--- config.mk ---
export PLATFORM = sky130hd
export DESIGN_NAME = mem_arbiter
export DESIGN_NICKNAME = d
export VERILOG_FILES = /design/src/rtl/mem_arbiter_pkg.sv /design/src/rtl/mem_arbiter.sv
export SDC_FILE = /design/constraint.sdc
export NUM_CORES = 1
export LEC_CHECK = 0
export BUFFER_PORTS_ARGS = -buffer_cell sky130_fd_sc_hd__buf_2
export CAP_MARGIN = 0
export CORE_MARGIN = 2
export CORE_UTILIZATION = 40
export DETAILED_ROUTE_END_ITERATION = 8
export GPL_ROUTABILITY_DRIVEN = 0
export PLACE_DENSITY = 0.71
export REMOVE_ABC_BUFFERS = 1
export SKIP_CTS_REPAIR_TIMING = 1
export SKIP_LAST_GASP = 1
export SLEW_MARGIN = 15
export SYNTH_ARGS = -nofsm -noshare
export SYNTH_HDL_FRONTEND = slang
export SYNTH_SLANG_ARGS = --single-unit
--- constraint.sdc ---
create_clock -name clk -period 2 [get_ports clk]
set_input_delay 0.2 -clock clk [delete_from_list [all_inputs] [get_ports clk]]
set_output_delay 0.2 -clock clk [all_outputs]
set_load 0.05 [all_outputs]
--- src/rtl/mem_arbiter_pkg.sv ---
// Shared definitions for the fetch/data arbiter in front of the unified data_ram.
// Holds the state encodings, the requester select values and the grant decision helper.
package mem_arbiter_pkg;

   localparam int unsigned InstAddrBus = 32;
   localparam int unsigned RegBus      = 32;
   localparam int unsigned CntW        = 3;

   localparam logic [RegBus-1:0] ZeroWord = '0;
   localparam logic [3:0]        SelAll   = 4'b1111;

   localparam logic WhoIf  = 1'b0;
   localparam logic WhoMem = 1'b1;

   typedef enum logic [1:0] {
      ArbIdle,
      ArbBusy,
      ArbDone
   } arb_state_e;

   typedef struct packed {
      logic valid;
      logic who;
   } grant_t;

   // Both requesting: data wins unless it also won last time, so fetch cannot starve.
   function automatic grant_t arb_pick(input logic if_req,
                                       input logic mem_req,
                                       input logic last_who);
      grant_t g;
      g.valid = if_req | mem_req;
      if (if_req && mem_req) begin
         g.who = (last_who == WhoMem) ? WhoIf : WhoMem;
      end else begin
         g.who = mem_req ? WhoMem : WhoIf;
      end
      return g;
   endfunction

endpackage

--- src/rtl/mem_arbiter.sv ---
// Single-request-at-a-time arbiter between instruction fetch and load/store onto data_ram.
// One operation is latched per grant; completion is signalled with a one-cycle ack.
module mem_arbiter
   import mem_arbiter_pkg::*;
#(
   parameter int unsigned RAM_LAT = 1,
   parameter int unsigned ADDR_W  = InstAddrBus
) (
   input  logic              clk,
   input  logic              rst,

   input  logic              if_req_i,
   input  logic [ADDR_W-1:0] if_addr_i,
   output logic [RegBus-1:0] if_data_o,
   output logic              if_ack_o,

   input  logic              mem_req_i,
   input  logic              mem_we_i,
   input  logic [ADDR_W-1:0] mem_addr_i,
   input  logic [3:0]        mem_sel_i,
   input  logic [RegBus-1:0] mem_wdata_i,
   output logic [RegBus-1:0] mem_rdata_o,
   output logic              mem_ack_o,

   output logic              ram_ce_o,
   output logic              ram_we_o,
   output logic [ADDR_W-1:0] ram_addr_o,
   output logic [3:0]        ram_sel_o,
   output logic [RegBus-1:0] ram_wdata_o,
   input  logic [RegBus-1:0] ram_rdata_i,

   output logic              who_o,
   output logic              stall_req_o
);

   localparam logic [CntW-1:0] LatInit = CntW'(RAM_LAT);

   arb_state_e        state_q, state_d;
   grant_t            grant;

   logic [ADDR_W-1:0] addr_q;
   logic              we_q;
   logic [3:0]        sel_q;
   logic [RegBus-1:0] wdata_q;
   logic              who_q;
   logic              last_q;
   logic [CntW-1:0]   cnt_q;
   logic [RegBus-1:0] if_data_q;
   logic [RegBus-1:0] mem_rdata_q;

   always_comb begin
      grant = arb_pick(if_req_i, mem_req_i, last_q);
   end

   // State register
   always_ff @(posedge clk or negedge rst) begin
      if (!rst) begin
         state_q <= ArbIdle;
      end else begin
         state_q <= state_d;
      end
   end

   // Next-state logic
   always_comb begin
      state_d = state_q;
      unique case (state_q)
         ArbIdle: begin
            if (grant.valid) begin
               state_d = ArbBusy;
            end
         end
         ArbBusy: begin
            // Stores finish after one RAM cycle; reads wait out the RAM latency.
            if (we_q || (cnt_q == '0)) begin
               state_d = ArbDone;
            end
         end
         ArbDone: begin
            state_d = ArbIdle;
         end
         default: begin
            state_d = ArbIdle;
         end
      endcase
   end

   // Command, counter and read-data registers
   always_ff @(posedge clk or negedge rst) begin
      if (!rst) begin
         addr_q      <= '0;
         we_q        <= 1'b0;
         sel_q       <= '0;
         wdata_q     <= ZeroWord;
         who_q       <= WhoIf;
         last_q      <= WhoIf;
         cnt_q       <= '0;
         if_data_q   <= ZeroWord;
         mem_rdata_q <= ZeroWord;
      end else begin
         unique case (state_q)
            ArbIdle: begin
               if (grant.valid) begin
                  who_q <= grant.who;
                  cnt_q <= LatInit;
                  if (grant.who == WhoMem) begin
                     addr_q  <= mem_addr_i;
                     we_q    <= mem_we_i;
                     sel_q   <= mem_sel_i;
                     wdata_q <= mem_wdata_i;
                  end else begin
                     addr_q  <= if_addr_i;
                     we_q    <= 1'b0;
                     sel_q   <= SelAll;
                     wdata_q <= ZeroWord;
                  end
               end
            end
            ArbBusy: begin
               if (!we_q) begin
                  if (cnt_q != '0) begin
                     cnt_q <= cnt_q - CntW'(1);
                  end else if (who_q == WhoMem) begin
                     mem_rdata_q <= ram_rdata_i;
                  end else begin
                     if_data_q <= ram_rdata_i;
                  end
               end
            end
            ArbDone: begin
               last_q <= who_q;
            end
            default: begin
            end
         endcase
      end
   end

   // Outputs
   always_comb begin
      ram_ce_o    = (state_q == ArbBusy);
      ram_we_o    = (state_q == ArbBusy) && we_q;
      ram_addr_o  = addr_q;
      ram_sel_o   = sel_q;
      ram_wdata_o = wdata_q;
      who_o       = who_q;
      if_ack_o    = (state_q == ArbDone) && (who_q == WhoIf);
      mem_ack_o   = (state_q == ArbDone) && (who_q == WhoMem);
      if_data_o   = if_data_q;
      mem_rdata_o = mem_rdata_q;
      stall_req_o = (if_req_i & ~if_ack_o) | (mem_req_i & ~mem_ack_o);
   end

endmodule

==> results.md <==
- Status: finished, violations left
- Violated checks: hold timing
- Top post-synthesis cells by area: dfrtp_1 (61%), mux2_4 (7.8%), mux2i_1 (5.8%)
- Final instance area: 8168 sq um
- Detailed Routing Iterations Pass 1: 4
- Detail Route Antenna Nets: 0
- Initial core utilization: 41.19%
- Placed Area: 7340 sq um
- Placed cells: 840
- Initial antenna violation count: 0
- Worst path max stage delay: 0.43 ns
- Synth Area in Simple Gates: 2.616%
- Num ports: 275
- Vias per cell: 4.920
- CP Cell Sequence: inv_1 > ha_1 > ha_1 > and4bb_2 > buf_12 > mux2_4
- Fin util: 58.62%
- Post-synthesis sequential area ratio: 61.04%
- Post-synth top area cell: dfrtp_1
- Mapped cell area: 5739 sq um
- Synth Register Bits: 140
- Tmin final: 1.905 ns
- DRC: 0
- Fin. Hold Viols: 2
- Die Wd: 123.8 um
- Synth Area in XOR/XNOR: 0%
- Synth top area share: 61.04%
- NumNets Final: 838
- Worst Hold Class: input port to flop
- Routed len/inst: 16.46 um
- Area Overhead vs Synth: 42.32%
- Largest net degree at the start of global routing: 83
- TritonCTS buffer count: 17
- GR Overflow Total: 0
- Worst skew pair latency: 0.42 ns
- Share of post-route cells with drive strength above 1: 54.01%
- Yosys cell types: 33
- Max_cap viols: 0
- Mux cell area share after synthesis: 20.27%
- Clock root buffer: clkbuf_16
- Worst Skew: 0.007361 ns
- DR vias: 4384
- Die H: 123.8 um
- CP delay by family, top: simple AND/OR/NAND/NOR gates
- Crit. End Element: flop
- FMAX: 0.5249 GHz
- Clock sinks: 140
- Main combinational cell family by area after synthesis: multiplexers
- First-pass GRT wire length: 21.77 mm
- TritonCTS clock tree: yes
- Final setup violation count: 0
- Area share of fa/ha/maj cells after synthesis: 0.4360%
- Iteration-0 DRC Markers: 143
- CP bufs+invs: 2
- Clock buffer depth: 2
- Worst slew pin tran: 0.5283 ns
- Row count: 43
- Worst EP required: 2.31 ns
- Relative slew slack: 64.78%
- Layout Cells excl Fill: 891
- Cells after synthesis: 401
- Fin crit share: 95.25%
- Complex-gate fraction of the synthesized area: 12.01%
- Die ar.: 15320 sq um
- Final Max Tran Viols: 0
- Core area: 13930 sq um
- Number of port buffers: 274
- Worst-path clk slew: 0.06 ns
- Crit-path most repeated cell: ha_1
- Mean Syn Cell Area: 14.31 sq um
- Unrepaired setup endpoints after global routing: false
- DP HPWL: 10.49 mm
- Synthesis Warnings: 0
- GR Util All Layers: 18.82%
- Inserted Diodes: 0
- Critical-path maximum fanout: 13
- Setup crit start kind: flop
- Worst EP arrival: 2.21 ns
- Drt total wl: 14.67 mm
- Vias in the first global route: 4338
- Slowest-stage cell, CP: and4bb_2
- Setup Crit Path Kind: flop to flop
- Hold slack: -0.003164 ns
- H-Tree Depth: 4
cells by family (layout without fill, tap and decap cells):
kind of cell / Yosys count / in the layout
adders and majority gates: 2 / 2
DFF: 140 / 140
buffers and inverters: 34 / 344
muxes: 97 / 97
AOI/OAI and AO/OA: 107 / 107
and+or+nand+nor: 21 / 21
per-stage QoR:
step / setup TNS, ns / worst slack (ns)
4_1_cts: 0 / 0.08367
2_1_floorplan: -43.72 / -0.7404
5_1_grt: 0 / 0.01829
3_5_place_dp: 0 / 0.09876
6_report: 0 / 0.09490
3_3_place_gp: 0 / 0.1493
worst register-to-register path, stage by stage (launching register included):
cell and delay, ns:
dfrtp_1 0.36, inv_1 0.09, ha_1 0.15, ha_1 0.24
and4bb_2 0.43, buf_12 0.21, mux2_4 0.32
synthesized netlist by cell type:
cell / n
nor2b_4: 1
clkbuf_2: 1
o21ai_0: 1
nor2_1: 2
nor4b_1: 1
o2bb2ai_1: 2
buf_12: 3
o22a_1: 4
mux2_1: 6
a21o_1: 1
ha_1: 2
buf_2: 18
mux2_2: 28
mux2i_1: 33
nor2_2: 1
nand4b_4: 1
nand2b_1: 1
nor2b_1: 1
buf_6: 1
nand2_1: 6
inv_1: 5
a21bo_2: 1
clkbuf_1: 6
a22o_1: 33
a21oi_1: 65
or3_1: 1
nand3b_1: 1
mux2_4: 30
and2_1: 2
nor3_2: 1
and4bb_1: 1
or2_2: 1
dfrtp_1: 140
cells in the final DEF (no fill, tap or decap), drive strengths merged:
cell type and instances:
a21bo 1, a21o 1, a21oi 65, a22o 33, and2 2, and4bb 1, buf 288, bufinv 3
clkbuf 22, clkinv 4, clkinvlp 1, dfrtp 140, dlygate4sd3 20, ha 2, inv 6, mux2 64
mux2i 33, nand2 6, nand2b 1, nand3b 1, nand4b 1, nor2 3, nor2b 2, nor3 1
nor4b 1, o21ai 1, o22a 4, o2bb2ai 2, or2 1, or3 1
final timing paths:
kind                       slack (ns)             from  cells past startpoint               to
min in group asynchronous        0.13              rst                      2    if_data_o[14]
min reg2reg                      0.49   mem_rdata_o[6]                      1   mem_rdata_o[6]
max reg2reg                      0.09         cnt_q[0]                      6    if_data_o[30]
max                              0.09         cnt_q[0]                      6    if_data_o[30]
min                            -0.003  mem_wdata_i[29]                      2  ram_wdata_o[29]
max in group asynchronous        1.25              rst                      3  ram_wdata_o[15]
state kept, by name, indices dropped and copies added, names as in the netlist:
| name | cells |
|---|---|
| state_q | 2 |
| we_q | 1 |
| cnt_q | 3 |
| ram_addr_o | 32 |
| last_q | 1 |
| mem_rdata_o | 32 |
| ram_wdata_o | 32 |
| ram_sel_o | 4 |
| if_data_o | 32 |
| who_o | 1 |
per-layer routing:
| metal | up-vias | share of wire (%) | track usage (%) |
|---|---|---|---|
| met4 | 0 | 2.0 | 8.665 |
| li1 | 2053 | - | - |
| met1 | 2133 | 40 | 22.68 |
| met5 | - | 0 | 0 |
| met2 | 175 | 51 | 31.42 |
| met3 | 23 | 7.4 | 5.174 |
cell type report:
cell class              count  area, sq um
fillers                  1127         5767
repair buffers            308         1758
flip-flops and latches    140         3503
clock inverters             9        133.9
inverters                   5        18.77
well taps                 180        225.2
clock buffers              22        494.2
multi-input cells         227         2034
Power is not shown: default switching activity piles up to over one toggle a cycle in this logic, so the estimate is an artifact.
